### src/rtl/pe_array_sched_pkg.sv
// Shared definitions for the PE array layer scheduler.
// State encoding and default geometry shared with the array top.
package pe_array_sched_pkg;

  localparam int CH_W_DEF      = 8;
  localparam int POS_W_DEF     = 10;
  localparam int ARRAY_LAT_DEF = 2;

  typedef enum logic [2:0] {
    ST_IDLE,
    ST_LOAD_W,
    ST_WAIT_W,
    ST_STREAM,
    ST_DRAIN,
    ST_READOUT,
    ST_FINISH
  } state_e;

  // Bits needed to count 0..n-1 (at least one bit).
  function automatic int cnt_w(input int n);
    return (n < 2) ? 1 : $clog2(n);
  endfunction

endpackage

### src/rtl/pe_array_sched_pipe.sv
// Valid/address delay line matching the PE array latency.
// Bubbles shift through as {0, 0} so write strobes stay aligned to beats.
module pe_valid_pipe #(
  parameter int DEPTH = 2,
  parameter int W     = 10
) (
  input  logic         clk_in,
  input  logic         rst_in,
  input  logic         vld_in,
  input  logic [W-1:0] addr_in,
  output logic         vld_out,
  output logic [W-1:0] addr_out
);

  logic [DEPTH-1:0] vld_q;
  logic [W-1:0]     addr_q [DEPTH];

  // Shift one stage per cycle, cleared asynchronously by reset.
  always_ff @(posedge clk_in or posedge rst_in) begin
    if (rst_in) begin
      vld_q <= '0;
      for (int i = 0; i < DEPTH; i++) begin
        addr_q[i] <= '0;
      end
    end else begin
      vld_q[0]  <= vld_in;
      addr_q[0] <= addr_in;
      for (int i = 1; i < DEPTH; i++) begin
        vld_q[i]  <= vld_q[i-1];
        addr_q[i] <= addr_q[i-1];
      end
    end
  end

  assign vld_out  = vld_q[DEPTH-1];
  assign addr_out = addr_q[DEPTH-1];

endmodule

### src/rtl/pe_array_sched.sv
// Layer scheduler: weight load, activation stream, psum routing
// through the accumulator buffer, and final per-position readout.
module pe_array_sched
  import pe_array_sched_pkg::*;
#(
  parameter int CH_W      = CH_W_DEF,
  parameter int POS_W     = POS_W_DEF,
  parameter int ARRAY_LAT = ARRAY_LAT_DEF
) (
  input  logic             clk_in,
  input  logic             rst_in,
  input  logic             start_in,
  input  logic [CH_W-1:0]  num_ich_in,
  input  logic [POS_W-1:0] num_pos_in,
  output logic             busy_out,
  output logic             done_out,
  output logic             wgt_rd_en_out,
  output logic [CH_W-1:0]  wgt_rd_addr_out,
  output logic             wgt_load_out,
  input  logic             act_valid_in,
  output logic             act_ready_out,
  output logic             act_load_out,
  output logic             psum_sel_out,
  output logic             acc_rd_en_out,
  output logic [POS_W-1:0] acc_rd_addr_out,
  output logic             acc_wr_en_out,
  output logic [POS_W-1:0] acc_wr_addr_out,
  output logic             out_valid_out,
  input  logic             out_ready_in,
  output logic [POS_W-1:0] out_pos_out,
  output logic             out_last_out
);

  localparam int DW = cnt_w(ARRAY_LAT);
  localparam logic [DW-1:0] DLAST = DW'(ARRAY_LAT - 1);

  state_e           state_q;
  logic [CH_W-1:0]  num_ich_q;
  logic [POS_W-1:0] num_pos_q;
  logic [CH_W-1:0]  ch_q;
  logic [POS_W-1:0] pos_q;
  logic [DW-1:0]    dcnt_q;

  logic             beat;
  logic             pos_end;
  logic             ch_end;
  logic [POS_W-1:0] pos_nxt;
  logic [POS_W-1:0] push_addr;

  assign pos_nxt = pos_q + POS_W'(1);
  assign pos_end = (pos_nxt == num_pos_q);
  assign ch_end  = ((ch_q + CH_W'(1)) == num_ich_q);
  assign beat    = (state_q == ST_STREAM) & act_valid_in;

  assign push_addr = beat ? pos_q : '0;

  // Layer sequencing: state, latched counts and pass/position counters.
  always_ff @(posedge clk_in or posedge rst_in) begin
    if (rst_in) begin
      state_q   <= ST_IDLE;
      num_ich_q <= '0;
      num_pos_q <= '0;
      ch_q      <= '0;
      pos_q     <= '0;
      dcnt_q    <= '0;
    end else begin
      unique case (state_q)
        ST_IDLE: begin
          if (start_in) begin
            num_ich_q <= num_ich_in;
            num_pos_q <= num_pos_in;
            ch_q      <= '0;
            pos_q     <= '0;
            if (num_ich_in == '0 || num_pos_in == '0) begin
              state_q <= ST_FINISH;
            end else begin
              state_q <= ST_LOAD_W;
            end
          end
        end
        ST_LOAD_W: state_q <= ST_WAIT_W;
        ST_WAIT_W: state_q <= ST_STREAM;
        ST_STREAM: begin
          if (act_valid_in) begin
            pos_q <= pos_nxt;
            if (pos_end) begin
              dcnt_q  <= '0;
              state_q <= ST_DRAIN;
            end
          end
        end
        ST_DRAIN: begin
          if (dcnt_q == DLAST) begin
            pos_q <= '0;
            if (ch_end) begin
              state_q <= ST_READOUT;
            end else begin
              ch_q    <= ch_q + CH_W'(1);
              state_q <= ST_LOAD_W;
            end
          end else begin
            dcnt_q <= dcnt_q + DW'(1);
          end
        end
        ST_READOUT: begin
          if (out_ready_in) begin
            pos_q <= pos_nxt;
            if (pos_end) begin
              state_q <= ST_FINISH;
            end
          end
        end
        ST_FINISH: state_q <= ST_IDLE;
        default:   state_q <= ST_IDLE;
      endcase
    end
  end

  // Strobe decode from state, counters and the activation handshake.
  always_comb begin
    busy_out        = (state_q != ST_IDLE);
    done_out        = 1'b0;
    wgt_rd_en_out   = 1'b0;
    wgt_rd_addr_out = '0;
    wgt_load_out    = 1'b0;
    act_ready_out   = 1'b0;
    psum_sel_out    = 1'b0;
    acc_rd_en_out   = 1'b0;
    acc_rd_addr_out = '0;
    out_valid_out   = 1'b0;
    out_pos_out     = '0;
    out_last_out    = 1'b0;
    unique case (state_q)
      ST_LOAD_W: begin
        wgt_rd_en_out   = 1'b1;
        wgt_rd_addr_out = ch_q;
      end
      ST_WAIT_W: wgt_load_out = 1'b1;
      ST_STREAM: begin
        act_ready_out = 1'b1;
        if (act_valid_in) begin
          acc_rd_en_out   = 1'b1;
          acc_rd_addr_out = pos_q;
          psum_sel_out    = (ch_q != '0);
        end
      end
      ST_READOUT: begin
        out_valid_out   = 1'b1;
        out_pos_out     = pos_q;
        out_last_out    = pos_end;
        acc_rd_en_out   = 1'b1;
        acc_rd_addr_out = pos_q;
      end
      ST_FINISH: done_out = 1'b1;
      default: ;
    endcase
  end

  assign act_load_out = beat;

  pe_valid_pipe #(
    .DEPTH (ARRAY_LAT),
    .W     (POS_W)
  ) u_pipe (
    .clk_in   (clk_in),
    .rst_in   (rst_in),
    .vld_in   (beat),
    .addr_in  (push_addr),
    .vld_out  (acc_wr_en_out),
    .addr_out (acc_wr_addr_out)
  );

endmodule

### config.mk
export PLATFORM = sky130hd
export DESIGN_NAME = pe_array_sched
export DESIGN_NICKNAME = d
export VERILOG_FILES = /design/src/rtl/pe_array_sched_pkg.sv /design/src/rtl/pe_array_sched_pipe.sv /design/src/rtl/pe_array_sched.sv
export SDC_FILE = /design/constraint.sdc
export NUM_CORES = 1
export LEC_CHECK = 0
export CORE_UTILIZATION = 40
export CTS_CLUSTER_DIAMETER = 200
export DETAILED_ROUTE_END_ITERATION = 6
export GPL_TIMING_DRIVEN = 0
export SETUP_SLACK_MARGIN = 0.2
export SLEW_MARGIN = 20
export SYNTH_ARGS = -nofsm -noshare
export SYNTH_HDL_FRONTEND = slang
export SYNTH_HIERARCHICAL = 1
export SYNTH_SLANG_ARGS = --single-unit
### constraint.sdc
create_clock -name clk_in -period 4.4 [get_ports clk_in]
set_input_delay 0.88 -clock clk_in [delete_from_list [all_inputs] [get_ports clk_in]]
set_output_delay 0.88 -clock clk_in [all_outputs]
set_load 0.01 [all_outputs]
==> impl.org, run 1 <==
** Floorplan
- Initial core utilization :: between 40 and 50%
- Top-level port count :: 72
- Die span in x :: slightly below 100 um
- Placement Rows :: 33
- In this run the standard cell core region covers 0.00838 mm^2.
- The die is 96.0 um tall.
- The die covers 0.00922 mm^2.

** Hold path
- The path class of the tightest hold or removal check is register to register.

** Cells and area
- Multi-input logic area :: 0.00176 mm^2
- Fill cells in the final layout number 775.
- Relative to the synthesized area, the layout overhead comes to 31.0%.
- Post-route standard cell area excluding fillers :: between 0.004 and 0.005 mm^2
- Net count of the finished layout :: 468
- Summing all flip-flop and latch instances after layout gives 0.00155 mm^2.
- In the final layout, the share of cells above drive strength 1 is 15.0%.
- The finished layout holds between 500 and 600 standard cells, fillers aside.
- The number of antenna diodes in the final layout is 0.

** Global route
- The number of global-route vias before repair came to 2775.
- Combined global-route utilization of all metal layers :: roughly a fifth
- Global-route wire length before repair :: 13.9 mm
- Largest net degree at the start of global routing :: 28
- GRT overflow :: 0
- The number of antenna violations at the first check in global routing is 0.

** Drt
- Via total after detailed routing :: ~2900
- Final wirelength :: 8.52 mm
- Remaining routing DRC violations :: 0
- The first detailed-routing pass ran for 4 iterations.
- After detailed routing, the average wire length per cell comes to 15.4 um.
- Average vias per placed instance :: 5.27
- Post-route ant nets :: 0
- Drt first-iter violations :: 129

** Setup path
- The worst setup path is launched from a register.
- Critical Setup Path Class :: register to primary output
- Signal arrival time at the worst endpoint :: 3080 ps
- In this run the register-to-register setup slack is 1850 ps.
- The critical path goes through ha_1 > clkbuf_1 > nand4_1 > xnor2_1 > nand2_1 > mux2i_1 > nand3_1 > nor2_1 > clkdlybuf4s50_1.
- Worst stage delay on the critical path :: about 550 ps
- Number of buffer and inverter instances along the worst setup path :: 2
- Top cell family by delay on the critical path :: buffers and inverters
- Of all nets on the critical path, the largest fanout is 10.
- STA puts the critical path data required time at 3520 ps.
- The worst setup path is captured at a primary output.
- Slowest stage cell on the critical path :: sky130_fd_sc_hd__clkdlybuf4s50_1

** Logic synthesis
- Avg Inst Size Synth :: 9.85 um^2
- Sequential-to-total area share from yosys stat :: 43.9%
- The cell count after synthesis came out at 359.
- Post-synthesis net count :: slightly below 400
- Number of enable-type register cells in the synthesized netlist :: 0
- Top cell type's share of synthesized area :: a little over two fifths
- Cell taking the most area after synthesis :: sky130_fd_sc_hd__dfrtp_1
- Top cells by area in the synthesized netlist :: sky130_fd_sc_hd__dfrtp_1 (44%), sky130_fd_sc_hd__xnor2_1 (3.7%), sky130_fd_sc_hd__mux2_2 (3.5%), sky130_fd_sc_hd__and2_1 (3.2%), sky130_fd_sc_hd__nand2_1 (2.8%)
- Among all flip-flop cells after synthesis, the most frequent one is sky130_fd_sc_hd__dfrtp_1.
- Yosys printed 6 warnings.
- In this run, distinct cell masters in the synthesized netlist total 63.
- After synthesis the cells add up to roughly 0.0035 mm^2.
- Async S/R FF share, synth :: 100%
- Counting flops and latches in the post-synthesis netlist gives slightly above 60.

** Clocking
- In this run, CTS created clock tree buffers numbering 9.
- TritonCTS clock tree :: yes
- H-Tree Depth :: 3
- Clock sinks :: 62
- Clock Tree Root :: sky130_fd_sc_hd__clkbuf_8
- Buffers from clock root to sink, at most :: 2
- At the later pin of the worst-skew pair, clock insertion delay measures 340 ps.
- Post-CTS resize count :: 0
- The number of hold buffers added after CTS was 0.
- Clock-pin transition on the worst setup and hold timing paths :: 70 ps
- Post-CTS timing repair inserted 0 buffers for setup.

** Power
- Power Density :: 494 mW/mm^2
- Peak supply drop :: 312 uV
- In this run the static leakage power is 1.99 nW.

** STA
- The number of hold violations in the final report is 0.
- In this run the tightest slew margin relative to its limit is 44.7%.
- Setup repair after global routing left no endpoint under its margin.
- Clock skew on the completed layout was measured at 11.4 ps.
- Setup slack of the critical path after layout :: 441 ps
- The final critical path takes up between 80% and 90% of the cycle.
- Based on the critical path, the design can be clocked at up to approximately 250 MHz.
- The max-slew violation count is 0.
- Counting I/O delays and the setup requirement, the final critical path takes 3960 ps.
- Setup total negative slack on the finished layout was measured at 0 ps.
- Setup violations remaining at the end of the flow were counted as 0.
- For the pin with the worst max-slew slack, the measured transition is 824 ps.

** Placed design
- Summing all placed instances gives a cell area of between 0.004 and 0.005 mm^2.
- Total instance count after detailed placement :: 536
- PortBufs :: 71
- Timing analysis after detailed placement gives a worst setup slack of 790 ps.
- Routability congestion estimate :: 0.858
- Detailed placement finished with a half-perimeter wire length of 6.45 mm.

** Flow run
- Number of max-cap violations :: 0

** Status
- The run finished with clean final reports.
## flip-flops by register name, summed over array words and instances (netlist names)
register         cells
ch_q                 8
pos_q               10
u_pipe/addr_q       10
state_q              3
num_pos_q           10
u_pipe/addr_out     10
u_pipe/vld_q         2
num_ich_q            8
dcnt_q               1
## cells in the final DEF (no fill, tap or decap), types with 8 or more instances in the layout
master / n
sky130_fd_sc_hd__clkdlybuf4s50_1: 71
sky130_fd_sc_hd__dfrtp_1: 62
sky130_fd_sc_hd__nand2_1: 26
sky130_fd_sc_hd__o21ai_0: 18
sky130_fd_sc_hd__and2_1: 18
sky130_fd_sc_hd__nand3_1: 16
sky130_fd_sc_hd__xnor2_1: 15
sky130_fd_sc_hd__and3_1: 14
sky130_fd_sc_hd__inv_1: 13
sky130_fd_sc_hd__clkbuf_8: 12
sky130_fd_sc_hd__buf_4: 11
sky130_fd_sc_hd__mux2_2: 11
sky130_fd_sc_hd__o31ai_1: 10
sky130_fd_sc_hd__nor2_1: 10
sky130_fd_sc_hd__clkbuf_1: 9
sky130_fd_sc_hd__a21oi_1: 9
sky130_fd_sc_hd__nor4_1: 9
sky130_fd_sc_hd__or2_1: 9
sky130_fd_sc_hd__nor3_1: 8
## stage by stage
| step | total power [mW] | utilization, % | hold WS (ps) |
|---|---|---|---|
| 4_1_cts | 2.30 | 55.3 | 350 |
| 2_1_floorplan | 1.44 | - | 331 |
| 3_5_place_dp | 1.71 | 52.5 | 336 |
| 6_report | 2.29 | 55.3 | 347 |
| 3_3_place_gp | 1.69 | 52.2 | 331 |
| 5_1_grt | 2.45 | 55.3 | 364 |
## worst register-to-register path, delay by kind of cell, from the launching register on
kind	cells	cell delay (ps)
AOI/OAI and AO/OA	3	860
and+or+nand+nor	3	700
DFF	1	480
buffers and inverters	1	190
adders and majority gates	1	240
## routing by layer
| layer | up-vias | GRT usage [%] | wire (um) |
|---|---|---|---|
| met5 | - | 0 | 0 |
| met4 | 0 | 7.46 | 117 |
| met3 | 8 | 3.16 | 399 |
| met2 | 88 | 31.4 | 3980 |
| met1 | 1375 | 28.5 | 4010 |
| li1 | 1436 | - | - |
## worst paths after layout
| check | end | depth (start not counted) | start |
|---|---|---|---|
| max in group asynchronous | u_pipe/addr_out[1] | 2 | rst_in |
| setup reg to reg | ch_q[7] | 8 | ch_q[0] |
| min in group asynchronous | pos_q[6] | 2 | rst_in |
| hold / removal | u_pipe/addr_out[4] | 0 | u_pipe/addr_q[14] |
| setup / recovery | out_last_out | 9 | pos_q[1] |
| hold reg to reg | u_pipe/addr_out[4] | 0 | u_pipe/addr_q[14] |
## power by group
group          leakage (nW)  total [mW]  internal (mW)  switching (mW)
logic                  1.05       0.892          0.404           0.487
clock network         0.120       0.587          0.365           0.222
registers             0.816       0.807          0.693           0.114
## logic make-up after synthesis
logic type / Yosys count / share of synthesized area (%)
AOI/OAI and AO/OA: 68 / 13.9
xor gates and xnor gates: 21 / 5.41
adders and majority gates: 3 / 1.06
buffers and inverters: 43 / 6.23
DFF: 62 / 43.9
muxes: 22 / 6.83
and+or+nand+nor: 140 / 22.7
## synthesized netlist by cell type (9+ instances only)
| cell type | count |
|---|---|
| sky130_fd_sc_hd__inv_1 | 14 |
| sky130_fd_sc_hd__dfrtp_1 | 62 |
| sky130_fd_sc_hd__mux2_2 | 11 |
| sky130_fd_sc_hd__a21oi_1 | 9 |
| sky130_fd_sc_hd__o21ai_0 | 18 |
| sky130_fd_sc_hd__nand3_1 | 16 |
| sky130_fd_sc_hd__and2_1 | 18 |
| sky130_fd_sc_hd__buf_4 | 11 |
| sky130_fd_sc_hd__and3_1 | 14 |
| sky130_fd_sc_hd__o31ai_1 | 10 |
| sky130_fd_sc_hd__or2_1 | 9 |
| sky130_fd_sc_hd__xnor2_1 | 15 |
| sky130_fd_sc_hd__nand2_1 | 26 |
| sky130_fd_sc_hd__nor4_1 | 9 |
| sky130_fd_sc_hd__nor2_1 | 10 |
## cell type report
type	count	share of cell area [%]
multi-input combinational	254	38.1
sequential	62	33.5
timing repair buffer	72	15.8
clock buffer	13	3.65
buffer	28	3.54
tap	105	2.84
clock inverter	3	1.40
inverter	15	1.22
(Power assumes the default switching activity.)
==> inputs of run 2 (changes only) <==
Settings changed: CORE_UTILIZATION 40 to 30.
==> run 2 against run 1 <==
Compared with the run above:
- critical path depth did not move
- first-iteration DRC count rose by 42%
- final area rose by 2.9%
- register-to-register slack improved by 30 ps
- largest power group unchanged
- critical endpoint unchanged
==> impl.org, run 2 (synthesis gave the netlist of run 1 again) <==
** Status
- The run finished with clean final reports.

** Setup path
- The startpoint identified for the worst register-to-register timing path is ch_q[0].
- Critical path startpoint category :: register
- Capturing element type of the critical path :: primary output
- Signal arrival time at the worst endpoint :: 3020 ps
- Endpoint of the worst register-to-register path :: ch_q[5]
- For the worst flop-to-flop path, the logic depth is 8.
- The worst setup path is of the register to primary output kind.
- In this design, the stage delay of the slowest critical-path cell is 560 ps.
- The most critical setup path has its endpoint at out_last_out.
- Reg-to-reg setup timing slack :: 1880 ps
- Critical Path Source :: pos_q[1]
- Slowest stage cell on the critical path :: sky130_fd_sc_hd__clkdlybuf4s50_1
- Critical-path maximum fanout :: 10
- CP cell instances :: ha_1 > clkbuf_1 > nor3b_1 > o21a_1 > o31ai_1 > nor3_1 > nand3_1 > nor2_1 > clkdlybuf4s50_1
- Required time worst endpoint :: 3520 ps

** STA
- In the finished design, the share of the clock period the worst path needs comes to between 80% and 90%.
- In this run the tightest slew margin relative to its limit is roughly half.
- For the pin with the worst max-slew slack, the measured transition is 771 ps.
- The max-slew violation count is 0.
- Period minus WS final :: 3900 ps
- Setup repair after global routing left no endpoint under its margin.
- Final Hold Fails :: 0
- For the final routed database, the setup TNS stands at 0 ps.
- Worst-case hold slack :: 343 ps
- After layout, the worst setup slack is 503 ps.
- # setup viols final :: 0
- Setup clock skew after layout :: 6.87 ps
- Timing would allow up to 257 MHz.

** Global route
- Antenna violations before repair :: 0
- GRT overflow :: 0
- Combined global-route utilization of all metal layers :: 15.1%
- Entering global routing, the biggest net connects 30 pins.
- Global-route wire length before repair :: about 15 mm
- The number of global-route vias before repair came to 2881.

** Placed design
- Port buffering added 71 buffers.
- The HPWL after detailed placement is 6.94 mm.
- Timing analysis after detailed placement gives a worst setup slack of 839 ps.
- Routability congestion estimate :: 0.885

** Flow run
- Max-cap violations in this run came to 0.

** Clocking
- Clock latency on the worst-skew pair :: 330 ps
- Clock Tree Root :: sky130_fd_sc_hd__clkbuf_16
- Buffers from clock root to sink, at most :: 2
- TritonCTS built the clock tree.
- The clock net in this run drives a total of between 60 and 70 sinks.
- The H-tree generated during clock tree synthesis spans 3 levels.
- Number of post-CTS setup repair buffers :: 0
- After clock tree synthesis, the flow added hold-fix buffers numbering 0.
- Clock-pin slew was measured on the worst setup and hold paths at 50 ps.
- The number of gates resized after CTS was 0.
- Counting the buffers created by CTS gives 9.

** Power
- For this design the ratio of total power to cell area is around 520 mW/mm^2.
- In this run the static leakage power is 2.02 nW.
- Power after layout :: 2.47 mW
- Peak supply drop :: between 200 and 250 uV

** Floorplan
- Die height :: 111 um
- Floorplan die area :: 0.0122 mm^2
- The floorplan step set the die width to between 100 and 150 um.
- Placement Rows :: 39
- In this run the standard cell core region covers 0.0115 mm^2.
- For this configuration, the core starts out at a cell density of a little under a third.
- Top-level port count :: 72

** Hold path
- Class of the most critical hold timing path :: register to register

** Drt
- Remaining routing DRC violations :: 0
- The detail route stage leaves a number of antenna-violating nets equal to 0.
- Wires add up to 8.98 mm.
- Number of search-and-repair iterations in the first detailed-routing pass :: 4
- After detailed routing, the number of vias per cell comes to 5.05.
- Post-DR wirelength/cell :: 15.2 um
- Drt first-iter violations :: 183
- Via total after detailed routing :: 2980

** Cells and area
- The layout has 1095 filler cells.
- In the final layout, the share of cells above drive strength 1 is 15.2%.
- Most frequent standard cell in the layout excluding fill and tap cells :: sky130_fd_sc_hd__clkdlybuf4s50_1
- Layout Utilization :: 41.6%
- Leaving out fill and tap cells, the most frequent cells in the layout are sky130_fd_sc_hd__clkdlybuf4s50_1 (71), sky130_fd_sc_hd__dfrtp_1 (62), sky130_fd_sc_hd__nand2_1 (26), sky130_fd_sc_hd__o21ai_0 (18), sky130_fd_sc_hd__and2_1 (18).
- Net count of the finished layout :: 468
- Diode count :: 0
- Area delta synth->final :: 34.9%
## run 2: changes by cell type in the layout (fill, tap and decap cells not counted), sizes merged
| cell | previous run | this run |
|---|---|---|
| clkbuf | 22 | 18 |
| clkinv | 2 | 3 |
| clkinvlp | 0 | 2 |
| inv | 14 | 15 |
## run 2: through the flow
step,area (um^2),std cells
finish,4770,590
global route,4770,590
CTS,4770,590
detailed placement,4450,574
global placement,4430,573
floorplan,3540,359
## run 2: worst max-delay path, delay by kind of cell, from the launching register on
kind	cells	cell delay, ps
compound gates	2	230
fa+ha+maj	1	210
buf+inv	2	890
flops	1	480
simple gates	4	870
## run 2: cell type report
cell class | instances | area [um^2] | area share (%)
clock buffers | 9 | 225 | 4.72
clock inverters | 7 | 97.6 | 2.05
plain buffers | 28 | 164 | 3.44
flip-flops and latches | 62 | 1550 | 32.5
repair buffers | 72 | 731 | 15.3
inverters | 15 | 56.3 | 1.18
multi-input cells | 254 | 1760 | 37.0
well taps | 143 | 179 | 3.75
## run 2: where the power goes
| group | switching, mW | total, mW | leakage, nW | internal, mW |
|---|---|---|---|---|
| Sequential | 0.119 | 0.813 | 0.816 | 0.694 |
| Clock | 0.267 | 0.765 | 0.152 | 0.497 |
| Combinational | 0.487 | 0.891 | 1.05 | 0.404 |
| Total | 0.874 | 2.47 | 2.02 | 1.60 |
## run 2: worst min-delay path by stage
stage	depth (start not counted)	startpoint	slack [ps]	endpoint
finish	0	u_pipe/addr_q[13]	340	u_pipe/addr_out[3]
global route	0	u_pipe/addr_q[11]	350	u_pipe/addr_out[1]
CTS	0	u_pipe/addr_q[13]	350	u_pipe/addr_out[3]
detailed placement	0	u_pipe/addr_q[12]	340	u_pipe/addr_out[2]
global placement	0	u_pipe/addr_q[12]	330	u_pipe/addr_out[2]
floorplan	0	u_pipe/addr_q[10]	330	u_pipe/addr_out[0]
## run 2: metal layers
metal	part of all wire [%]	GRT usage, %
met1	48	20.9
met2	45	23.1
met3	5.1	3.46
met4	1.9	5.60
met5	0	0
==> inputs of run 3 (changes only) <==
==> constraint.sdc (replaced) <==
create_clock -name clk_in -period 4.4 [get_ports clk_in]
set_input_delay 0.88 -clock clk_in [delete_from_list [all_inputs] [get_ports clk_in]]
set_output_delay 0.88 -clock clk_in [all_outputs]
set_load 0.05 [all_outputs]
==> run 3 against run 2 <==
Compared with the run above:
- utilization up 0.066 points
- non-clock buffer count unchanged
- final cell count unchanged
- worst hold slack worse by 1.5 ps
- critical path type unchanged
- critical endpoint is now psum_sel_out
- highest routed layer unchanged
==> impl.org, run 3 (synthesis gave the netlist of run 1 again) <==
** Global route
- Met2 Usage GRT :: 23.1%
- Largest net degree at the start of global routing :: 30
- GRT overflow :: 0
- Number of global-route vias before repair :: 2881
- After global routing, the most crowded layer is met2.
- Global routing used 3.46% of the available met3 tracks.
- Global-route wire length before repair :: 14.9 mm
- Combined global-route utilization of all metal layers :: 15.1%
- Global routing met1 resource utilization :: 20.9%
- The number of antenna violations at the first check in global routing was 0.

** Clocking
- Clock sinks :: 62
- Number of buffers inserted during clock tree synthesis :: 9
- TritonCTS built the clock tree.
- Hold-fix buffers, CTS :: 0
- Buffers from clock root to sink, at most :: 2
- H-Tree Depth :: 3
- Clock tree synthesis selected as its root buffer the cell sky130_fd_sc_hd__clkbuf_16.
- Clock latency on the worst-skew pair :: 320 ps
- Clock-pin slew was measured on the worst setup and hold paths at ~60 ps.

** Setup path
- Endpoint of the worst register-to-register path :: ch_q[5]
- Worst stage delay on the critical path :: 830 ps
- Slowest stage cell on the critical path :: sky130_fd_sc_hd__clkdlybuf4s50_1
- The worst setup path is captured at a primary output.
- The worst setup path is launched from a register.
- STA puts the critical path data arrival time at 3110 ps.
- Measured in cells, the most critical reg-to-reg path has a length of 8.
- Counting both buffers and inverters, the worst setup path holds a total of 3.
- STA puts the critical path data required time at 3520 ps.
- CP cell instances :: clkinv_1 > nor3_2 > clkbuf_1 > nand2_1 > a21oi_1 > clkdlybuf4s50_1
- Launch point of the worst reg-to-reg path :: ch_q[0]
- Reg-to-reg setup timing slack :: 1880 ps
- The critical path in this run is classified as register to primary output.
- Critical-path maximum fanout :: 10
- The cell family contributing the most delay on the critical path is buffers and inverters.

** Floorplan
- Die height :: 111 um
- Die span in x :: 111 um
- Once the floorplan was initialized, standard cells occupied 30.8% of the core.
- After floorplanning, the core was sized to cover 0.0115 mm^2.
- During I/O placement, the number of pins put on the boundary was 72.
- Floorplan die area :: 0.0122 mm^2
- Row generation in the floorplan step produced 39 rows.

** STA
- Setup violations remaining at the end of the flow were counted as 0.
- For the final routed database, the setup TNS stands at 0 ps.
- Period minus WS final :: 3990 ps
- Worst-case hold slack :: 341 ps
- The number of hold violations in the final report was 0.
- Setup clock skew after layout :: 7.92 ps
- Of the available clock period, the critical path in the final layout requires around nine tenths.
- Max Clk Rate :: 251 MHz
- Headroom to the max-slew limit came out at approximately 49%.
- Setup repair after global routing left no endpoint under its margin.
- The max-slew violation count was 0.
- At the pin with the least slew margin, the transition time is 771 ps.

** Cells and area
- Diode count :: 0
- Commonest cells after routing, fill and taps aside :: sky130_fd_sc_hd__clkdlybuf4s50_1 (70), sky130_fd_sc_hd__dfrtp_1 (62), sky130_fd_sc_hd__nand2_1 (26), sky130_fd_sc_hd__o21ai_0 (18), sky130_fd_sc_hd__and2_1 (18)
- Most frequent standard cell in the layout excluding fill and tap cells :: sky130_fd_sc_hd__clkdlybuf4s50_1
- Fraction of final layout cells sized beyond drive strength 1 :: 15.4%
- Area delta synth->final :: 35.1%
- Count of filler cells inserted in the layout :: 1095
- The final layout contains 468 nets.

** Power
- Peak supply drop :: 319 uV
- Dividing total power by cell area gives a power density of 540 mW/mm^2.
- Static Leak :: 2.04 nW

** Drt
- Post-route ant nets :: 0
- Summing over every cut layer, the via total after detailed routing is 2976.
- In the final routed layout, each cell accounts on average for 15.2 um.
- Final wirelength :: 8.98 mm
- Remaining routing DRC violations :: 0
- The pre-antenna-repair detailed-routing pass consisted of 4 iterations.
- Average vias per placed instance :: 5.04
- Drt first-iter violations :: 178

** Flow run
- Max-cap violations in this run came to 0.

** Hold path
- Beginning of the worst hold path :: u_pipe/addr_q[13]
- WHS Endpoint :: u_pipe/addr_out[3]
- Counting instances, the worst hold path has a depth of 0.
- The min-delay analysis places its worst path in the category register to register.

** Status
- The run finished with clean final reports.

** Placed design
- Hpwl dp :: roughly 6.9 mm
- Routability congestion estimate :: 0.885
- PortBufs :: 71
==> run 3: cell count changes in the layout (fill, tap and decap cells not counted), sizes merged <==
| cell | delta |
|---|---|
| clkdlybuf4s50 | -1 |
| dlymetal6s2s | +1 |
==> run 3: area by class of cell <==
class | count | area [um^2] | area share [%]
tap | 143 | 179 | 3.75
clock inverter | 7 | 97.6 | 2.04
timing repair buffer | 72 | 733 | 15.4
inverter | 15 | 56.3 | 1.18
clock buffer | 9 | 225 | 4.72
sequential | 62 | 1550 | 32.5
multi-input combinational | 254 | 1770 | 37.0
buffer | 28 | 164 | 3.43
==> run 3: worst reg2reg max path: cells and delay by family, from the launching register on <==
kind                       cells  cell delay [ps]
AOI/OAI and AO/OA              3              830
and+or+nand+nor                3              690
DFF                            1              480
adders and majority gates      1              240
buffers and inverters          1              190
==> run 3: power breakdown <==
| group | leakage [nW] | switching, mW | total (mW) | internal, mW |
|---|---|---|---|---|
| sequential | 0.816 | 0.118 | 0.812 | 0.694 |
| combinational | 1.08 | 0.600 | 1.00 | 0.404 |
| clock | 0.152 | 0.265 | 0.762 | 0.497 |
==> run 3: through the flow <==
step / area, um^2 / instances / worst slack, ps / utilization (%) / power [mW]
5_1_grt: 4780 / 590 / 260 / 41.6 / 2.73
2_1_floorplan: 3540 / 359 / 928 / - / 1.55
3_3_place_gp: 4430 / 573 / 575 / 38.6 / 1.79
3_5_place_dp: 4450 / 574 / 572 / 38.8 / 1.82
6_report: 4780 / 590 / 409 / 41.6 / 2.58
4_1_cts: 4770 / 590 / 267 / 41.6 / 2.59
==> run 3: routing by layer <==
metal	wire (um)	share of wire, %
met2	4040	45
met5	0	0
met4	159	1.8
met3	490	5.5
met1	4290	48
==> run 3: worst max-delay path by stage <==
stage                       from      endpoint  slack [ps]  cells after the start
floorplan             state_q[0]  psum_sel_out         930                      5
global placement    act_valid_in  psum_sel_out         580                      5
detailed placement  act_valid_in  psum_sel_out         570                      5
CTS                     pos_q[1]  out_last_out         270                      9
global route          state_q[0]  psum_sel_out         260                      6
finish                state_q[0]  psum_sel_out         410                      6
==> run 3: timing repair <==
action | CTS | global route
gates resized for setup | 0 | 2
setup buffers | 0 | 0
setup endpoints to repair | 0 | 7
